File: src/rtl/shifter_arb_ctrl_if.sv
// ---------------------------------------------------------------------------
// shifter_arb_ctrl_if
//   One requester port of the shared-shifter arbiter: a command channel
//   (req_*) and a response channel (rsp_*).
//
//   Handshake semantics (both channels): a transfer happens at a rising clock
//   edge where valid && ready are both high. The source holds valid and its
//   payload stable until that edge; ready may depend combinationally on valid.
//
//   Ports / signals
//     req_valid  command valid           (client -> arbiter)
//     req_ready  command accepted        (arbiter -> client)
//     req_data   operand                 (client -> arbiter)
//     req_amt    shift amount            (client -> arbiter)
//     req_dir    0 = left, 1 = right     (client -> arbiter)
//     rsp_valid  result available        (arbiter -> client)
//     rsp_ready  client consumes result  (client -> arbiter)
//     rsp_data   shifted result          (arbiter -> client)
//
//   Modports: master = client side, slave = arbiter side.
// ---------------------------------------------------------------------------
interface shifter_arb_ctrl_if #(
    parameter int WIDTH = 8,
    parameter int AMT_W = 3
);
    logic             req_valid;
    logic             req_ready;
    logic [WIDTH-1:0] req_data;
    logic [AMT_W-1:0] req_amt;
    logic             req_dir;
    logic             rsp_valid;
    logic             rsp_ready;
    logic [WIDTH-1:0] rsp_data;

    modport master (
        output req_valid, req_data, req_amt, req_dir, rsp_ready,
        input  req_ready, rsp_valid, rsp_data
    );

    modport slave (
        input  req_valid, req_data, req_amt, req_dir, rsp_ready,
        output req_ready, rsp_valid, rsp_data
    );
endinterface

File: src/rtl/shifter_arb_ctrl.sv
// ---------------------------------------------------------------------------
// shifter_arb_ctrl
//   Two-port arbiter/sequencer in front of one registered barrel shifter
//   (1-cycle latency). A command accepted from either port is issued to the
//   shifter, its result is captured and returned on the owner's response
//   channel. One operation is in flight at a time (IDLE->ISSUE->CAPT->RESP).
//
//   Ports
//     Clock, Reset   single clock (posedge), synchronous active-high reset
//     port0, port1   requester ports (shifter_arb_ctrl_if.slave)
//     sh_data_in     to shifter data_in
//     sh_shift_amt   to shifter shift_amt
//     sh_dir         to shifter dir (0 = left, 1 = right)
//     sh_data_out    from shifter, valid one cycle after sh_* are sampled
//     busy           high whenever the FSM is not in IDLE
//     dbg_state      current FSM state encoding
//
//   Configuration
//     SHIFT_ARB_FIXED_PRIO_EN  defined: port 0 always wins a tie (port 1 can
//                              starve). Undefined (default): round-robin.
// ---------------------------------------------------------------------------
module shifter_arb_ctrl #(
    parameter int WIDTH = 8,
    parameter int AMT_W = 3
) (
    input  logic             Clock,
    input  logic             Reset,
    shifter_arb_ctrl_if.slave port0,
    shifter_arb_ctrl_if.slave port1,
    output logic [WIDTH-1:0] sh_data_in,
    output logic [AMT_W-1:0] sh_shift_amt,
    output logic             sh_dir,
    input  logic [WIDTH-1:0] sh_data_out,
    output logic             busy,
    output logic [1:0]       dbg_state
);

    typedef enum logic [1:0] {
        IDLE  = 2'd0,
        ISSUE = 2'd1,
        CAPT  = 2'd2,
        RESP  = 2'd3
    } state_t;

    state_t           state_q, state_d;
    // The shifter drive registers double as the command register: they are
    // loaded on accept and simply hold afterwards.
    logic [WIDTH-1:0] cmd_data_q, cmd_data_d;
    logic [AMT_W-1:0] cmd_amt_q, cmd_amt_d;
    logic             cmd_dir_q, cmd_dir_d;
    logic             owner_q, owner_d;
    logic [WIDTH-1:0] rsp_data_q, rsp_data_d;
`ifndef SHIFT_ARB_FIXED_PRIO_EN
    logic             last_grant_q, last_grant_d;
`endif

    logic grant0, grant1;
    logic owner_rsp_ready;

    always_comb begin
        grant0 = 1'b0;
        grant1 = 1'b0;
        if (state_q == IDLE) begin
`ifdef SHIFT_ARB_FIXED_PRIO_EN
            grant0 = port0.req_valid;
            grant1 = port1.req_valid && !port0.req_valid;
`else
            // On a tie, grant the port that did not win last time.
            grant0 = port0.req_valid && (!port1.req_valid || last_grant_q);
            grant1 = port1.req_valid && (!port0.req_valid || !last_grant_q);
`endif
        end
    end

    assign owner_rsp_ready = owner_q ? port1.rsp_ready : port0.rsp_ready;

    always_comb begin
        state_d    = state_q;
        cmd_data_d = cmd_data_q;
        cmd_amt_d  = cmd_amt_q;
        cmd_dir_d  = cmd_dir_q;
        owner_d    = owner_q;
        rsp_data_d = rsp_data_q;
`ifndef SHIFT_ARB_FIXED_PRIO_EN
        last_grant_d = last_grant_q;
`endif
        case (state_q)
            IDLE: begin
                if (grant0 || grant1) begin
                    state_d    = ISSUE;
                    cmd_data_d = grant1 ? port1.req_data : port0.req_data;
                    cmd_amt_d  = grant1 ? port1.req_amt  : port0.req_amt;
                    cmd_dir_d  = grant1 ? port1.req_dir  : port0.req_dir;
                    owner_d    = grant1;
`ifndef SHIFT_ARB_FIXED_PRIO_EN
                    last_grant_d = grant1;
`endif
                end
            end
            // The shifter samples sh_* at the edge that ends ISSUE.
            ISSUE: state_d = CAPT;
            // Shifter output is valid during CAPT; capture it at its end.
            CAPT: begin
                rsp_data_d = sh_data_out;
                state_d    = RESP;
            end
            RESP: begin
                if (owner_rsp_ready) begin
                    state_d = IDLE;
                end
            end
            default: state_d = IDLE;
        endcase
    end

    always_ff @(posedge Clock) begin
        if (Reset) begin
            state_q    <= IDLE;
            cmd_data_q <= '0;
            cmd_amt_q  <= '0;
            cmd_dir_q  <= 1'b0;
            owner_q    <= 1'b0;
            rsp_data_q <= '0;
`ifndef SHIFT_ARB_FIXED_PRIO_EN
            last_grant_q <= 1'b1;
`endif
        end else begin
            state_q    <= state_d;
            cmd_data_q <= cmd_data_d;
            cmd_amt_q  <= cmd_amt_d;
            cmd_dir_q  <= cmd_dir_d;
            owner_q    <= owner_d;
            rsp_data_q <= rsp_data_d;
`ifndef SHIFT_ARB_FIXED_PRIO_EN
            last_grant_q <= last_grant_d;
`endif
        end
    end

    // Ready is masked during reset so nothing appears accepted.
    assign port0.req_ready = grant0 && !Reset;
    assign port1.req_ready = grant1 && !Reset;
    assign port0.rsp_valid = (state_q == RESP) && !owner_q;
    assign port1.rsp_valid = (state_q == RESP) && owner_q;
    assign port0.rsp_data  = rsp_data_q;
    assign port1.rsp_data  = rsp_data_q;

    assign sh_data_in   = cmd_data_q;
    assign sh_shift_amt = cmd_amt_q;
    assign sh_dir       = cmd_dir_q;
    assign busy         = (state_q != IDLE);
    assign dbg_state    = state_q;

endmodule
File: src/flat_wrapper.sv
// flat-port wrapper written by rule: the top's interface ports become plain ports
module shifter_arb_ctrl_flat 
#(
    parameter int WIDTH = 8,
    parameter int AMT_W = 3
)
  (Clock, Reset, sh_data_in, sh_shift_amt, sh_dir, sh_data_out, busy, dbg_state, port0_req_valid, port0_req_data, port0_req_amt, port0_req_dir, port0_rsp_ready, port0_req_ready, port0_rsp_valid, port0_rsp_data, port1_req_valid, port1_req_data, port1_req_amt, port1_req_dir, port1_rsp_ready, port1_req_ready, port1_rsp_valid, port1_rsp_data);
  shifter_arb_ctrl_if #(.WIDTH(WIDTH), .AMT_W(AMT_W)) port0_i ();
  shifter_arb_ctrl_if #(.WIDTH(WIDTH), .AMT_W(AMT_W)) port1_i ();
  input  logic Clock;
  input  logic Reset;
  output logic [WIDTH-1:0] sh_data_in;
  output logic [AMT_W-1:0] sh_shift_amt;
  output logic sh_dir;
  input  logic [WIDTH-1:0] sh_data_out;
  output logic busy;
  output logic [1:0] dbg_state;
  input wire logic [$bits(port0_i.req_valid)-1:0] port0_req_valid;
  input wire logic [$bits(port0_i.req_data)-1:0] port0_req_data;
  input wire logic [$bits(port0_i.req_amt)-1:0] port0_req_amt;
  input wire logic [$bits(port0_i.req_dir)-1:0] port0_req_dir;
  input wire logic [$bits(port0_i.rsp_ready)-1:0] port0_rsp_ready;
  output wire logic [$bits(port0_i.req_ready)-1:0] port0_req_ready;
  output wire logic [$bits(port0_i.rsp_valid)-1:0] port0_rsp_valid;
  output wire logic [$bits(port0_i.rsp_data)-1:0] port0_rsp_data;
  input wire logic [$bits(port1_i.req_valid)-1:0] port1_req_valid;
  input wire logic [$bits(port1_i.req_data)-1:0] port1_req_data;
  input wire logic [$bits(port1_i.req_amt)-1:0] port1_req_amt;
  input wire logic [$bits(port1_i.req_dir)-1:0] port1_req_dir;
  input wire logic [$bits(port1_i.rsp_ready)-1:0] port1_rsp_ready;
  output wire logic [$bits(port1_i.req_ready)-1:0] port1_req_ready;
  output wire logic [$bits(port1_i.rsp_valid)-1:0] port1_rsp_valid;
  output wire logic [$bits(port1_i.rsp_data)-1:0] port1_rsp_data;
  assign port0_i.req_valid = port0_req_valid;
  assign port0_i.req_data = port0_req_data;
  assign port0_i.req_amt = port0_req_amt;
  assign port0_i.req_dir = port0_req_dir;
  assign port0_i.rsp_ready = port0_rsp_ready;
  assign port0_req_ready = port0_i.req_ready;
  assign port0_rsp_valid = port0_i.rsp_valid;
  assign port0_rsp_data = port0_i.rsp_data;
  assign port1_i.req_valid = port1_req_valid;
  assign port1_i.req_data = port1_req_data;
  assign port1_i.req_amt = port1_req_amt;
  assign port1_i.req_dir = port1_req_dir;
  assign port1_i.rsp_ready = port1_rsp_ready;
  assign port1_req_ready = port1_i.req_ready;
  assign port1_rsp_valid = port1_i.rsp_valid;
  assign port1_rsp_data = port1_i.rsp_data;
  shifter_arb_ctrl #(.WIDTH(WIDTH), .AMT_W(AMT_W)) u_core (.Clock(Clock), .Reset(Reset), .port0(port0_i), .port1(port1_i), .sh_data_in(sh_data_in), .sh_shift_amt(sh_shift_amt), .sh_dir(sh_dir), .sh_data_out(sh_data_out), .busy(busy), .dbg_state(dbg_state));
endmodule
File: config.mk
export PLATFORM = sky130hd
export DESIGN_NAME = shifter_arb_ctrl_flat
export DESIGN_NICKNAME = d
export VERILOG_FILES = /design/src/rtl/shifter_arb_ctrl_if.sv /design/src/rtl/shifter_arb_ctrl.sv /design/src/flat_wrapper.sv
export SDC_FILE = /design/constraint.sdc
export NUM_CORES = 1
export LEC_CHECK = 0
export BUFFER_PORTS_ARGS = -buffer_cell sky130_fd_sc_hd__buf_4
export CORE_UTILIZATION = 42
export DETAILED_ROUTE_END_ITERATION = 8
export PLACE_DENSITY = 0.78
export SYNTH_ARGS = -nofsm -noshare
export SYNTH_HDL_FRONTEND = slang
export SYNTH_SLANG_ARGS = --single-unit
File: constraint.sdc
create_clock -name Clock -period 1.7 [get_ports Clock]
set_input_delay 0.17 -clock Clock [delete_from_list [all_inputs] [get_ports Clock]]
set_output_delay 0.17 -clock Clock [all_outputs]
set_load 0.005 [all_outputs]
==> flow_summary.toml <==
[power_and_ir_drop]
switching_share_pct = 35.4
p_leak_nw = 0.795
fin_total_pwr_mw = 2.41
vdd.ir_drop.worst_uv = 843
p_int_mw = 1.56
p_switching_uw = 856
power_frac_seq_pct = 34.5
comb_power_share_pct = 48.3
power_density_nw_per_um2 = 1390
p_clk_share_pct = 17.2

[clock_network]
clock_sinks = 24
cts_tree = "done"
root_buffer = "clkbuf_4"
cts_htree_levels = 1
clkSlewWorstSetupHoldPaths_ps = 140
clock_latency_ps = 310
cts_buffers = 3
clock_tree.buffer_depth = 2
post_cts_buffers = 0

[drt]
viasPerCell = 5.15
drc = 0
routed_wirelength_um = 2900
dr.pass1.iters = 4
post_drt_wl_per_cell_um = 12.9
detail-route-antenna-nets = 0
dr.first_iter.drc_count = 33
route.vias.total = 1158

[place]
dp_hpwl_um = 2160
portBuffers = 72
gp_congestion = 0.773
post_dp_cell_area_um2 = 1660

[yosys]
mappedNetlistArea_um2 = 1200
synthAdderAreaFrac_pct = 4.18
ys_warn_count = 0
synth_top_family_by_area = "simple AND/OR/NAND/NOR gates"
muxShareOfSynthArea_pct = 9.21
synth-compound-area-share_pct = 17.6
ys_types = 23
syn_nets = 179
synthCells = 137
post_synth_xor_area_fraction_pct = 0
syn_avg_cell_area_um2 = 8.73
ys_ff_latch = 24
ys_seq_area_share_pct = 40.2
yosys.area_share.simple_pct = 18.1

[critical_path]
crit_fanout = 14
slowest_stage = "dfxtp_2"
cp-endpoint = "port1_req_ready"
worstPathArrival_ps = 1420
regToRegSetupSlack_ps = 220
path_cells = "inv_1, ha_4, nand2_4, nor3_1, buf_4"
startpoint_type = "flop"
r2r-start = "u_core.dbg_state[1]"
crit_required_ps = 1530
startpoint = "u_core.dbg_state[1]"
reg2reg_depth = 5
crit_type = "reg -> out"
cp-end-kind = "output port"
timing.rr.end = "u_core.sh_shift_amt[2]"
critPathMaxStageDelay_ps = 370

[cells_and_area]
multi_input_area_um2 = 607
layout.nets = 238
antenna_cells = 0
final_cell_mix = "72 x buf_4, 22 x nor2_1, 22 x dfxtp_1, 12 x nand3_1, 12 x a311oi_1"
layout-drive-gt1-share_pct = 42.6
area_growth_pct = 44.8
post-route-util_pct = 66.9
filler_cell_count = 231
final_common_cell = "buf_4"
final_area_um2 = 1730
seqCellArea_um2 = 483

[sta]
hold_viol = 0
timing.final.crit_period_ps = 1590
relSlewSlack_pct = 65.2
fmax_mhz = 630
finalMaxSlewViolations = 0
period_share_pct = 93.4
rsz0062_at_grt = "false"
setup_viol = 0
fin_setup_tns_ps = 0
tightestPinTransition_ps = 521
skew_ps = 7.48

[global_routing]
grt.overflow.total = 0
antenna_found_initial = 0
grtUsageTotal_pct = 19.7
grt_pass1_wl_um = 4930
grt_pass1_vias = 1100
grt_max_degree = 29

[floorplan]
die_area_um2 = 3070
row_count = 18
coreArea_um2 = 2590
start_util_pct = 46.2
die_h_um = 55.4
die_x_um = 55.4
io_pins = 73

[min_path]
hold_path.class = "in -> reg"

[run_status]
status = "finished clean"

[run]
drv_cap = 0
==> Yosys cell counts <==
| cell | count | area [um^2] |
|---|---|---|
| and2_4 | 1 | 8.76 |
| o21ai_0 | 7 | 35.0 |
| buf_4 | 10 | 75.1 |
| o21ai_1 | 6 | 30.0 |
| ha_1 | 4 | 50.1 |
| clkbuf_1 | 3 | 11.3 |
| inv_1 | 3 | 11.3 |
| nand3_1 | 12 | 60.1 |
| a22oi_1 | 2 | 15.0 |
| nand2_1 | 3 | 11.3 |
| mux2i_1 | 11 | 110 |
| buf_6 | 1 | 11.3 |
| nor2b_1 | 2 | 12.5 |
| dfxtp_1 | 24 | 480 |
| a211o_1 | 1 | 8.76 |
| and2_1 | 2 | 12.5 |
| nor2_1 | 22 | 82.6 |
| nand2b_1 | 3 | 18.8 |
| buf_2 | 4 | 20.0 |
| o21bai_1 | 1 | 7.51 |
| o21a_2 | 1 | 8.76 |
| a311oi_1 | 12 | 105 |
| nor3_1 | 2 | 10.0 |
==> critical path: cells and delay by family (launching register included) <==
family / cells / cell delay, ps
fa+ha+maj: 1 / 190
flops: 1 / 370
simple gates: 2 / 310
buf+inv: 2 / 250
==> per-layer routing <==
layer	global-route usage [%]	share of wire [%]	vias to the layer above
met4	6.79	0.41	0
met2	33.2	50	39
met1	25.2	44	523
met5	0	0	-
li1	-	-	594
met3	3.28	5.7	2
==> how the worst min path moves through the flow <==
stage	start	to	slack (ps)	cells after the start
final	sh_data_out[4]	u_core.port0.rsp_data[4]	90	3
after global placement	sh_data_out[7]	u_core.port0.rsp_data[7]	410	3
after detailed placement	sh_data_out[0]	u_core.port0.rsp_data[0]	410	3
after global routing	sh_data_out[4]	u_core.port0.rsp_data[4]	100	3
after floorplan	sh_data_out[0]	u_core.port0.rsp_data[0]	320	2
after CTS	sh_data_out[4]	u_core.port0.rsp_data[4]	80	3
==> registers in the layout, indices dropped and copies added, names as in the netlist <==
| signal | count |
|---|---|
| u_core.sh_shift_amt | 3 |
| u_core.port0.rsp_data | 8 |
| u_core.dbg_state | 2 |
| u_core.sh_data_in | 8 |
| u_core.sh_dir | 1 |
| u_core.owner_q | 1 |
| u_core.last_grant_q | 1 |
==> power by group through the flow <==
stage,clock network [mW],logic [mW],registers (mW)
final,0.415,1.17,0.833
after global routing,0.450,1.31,0.856
after CTS,0.425,1.18,0.826
after detailed placement,0,1.12,0.840
after global placement,0,1.09,0.828
after floorplan,0,0.726,0.838
==> logic make-up (layout without fill, tap and decap cells) <==
| family | count (synthesis) | in the layout |
|---|---|---|
| AO/OA/AOI/OAI | 30 | 30 |
| adder cells (fa/ha/maj) | 4 | 4 |
| AND/OR/NAND/NOR | 47 | 47 |
| flip-flops | 24 | 24 |
| multiplexers | 11 | 11 |
| buffers and inverters | 21 | 79 |
==> timing repair <==
| action | CTS | global route |
|---|---|---|
| gates resized for setup | 4 | 3 |
| setup endpoints to repair | 2 | 4 |
| hold buffers | 0 | 0 |
==> metrics by stage <==
stage	setup WS, ps	std cells	hold slack, ps
final	112	225	85.8
after global placement	187	221	406
after global routing	23.0	225	96.9
after detailed placement	45.0	221	415
after floorplan	280	137	317
after CTS	43.9	225	75.1
==> final cells by class <==
class                           instances  share of cell area (%)
Inverter                                3                   0.650
Timing Repair Buffer                   72                    31.2
Multi-Input combinational cell         92                    35.0
Clock inverter                          1                    1.73
Sequential cell                        24                    27.9
Clock buffer                            3                    1.30
Tap cell                               30                    2.17
No activity file was read; power rests on OpenSTA's default activity.
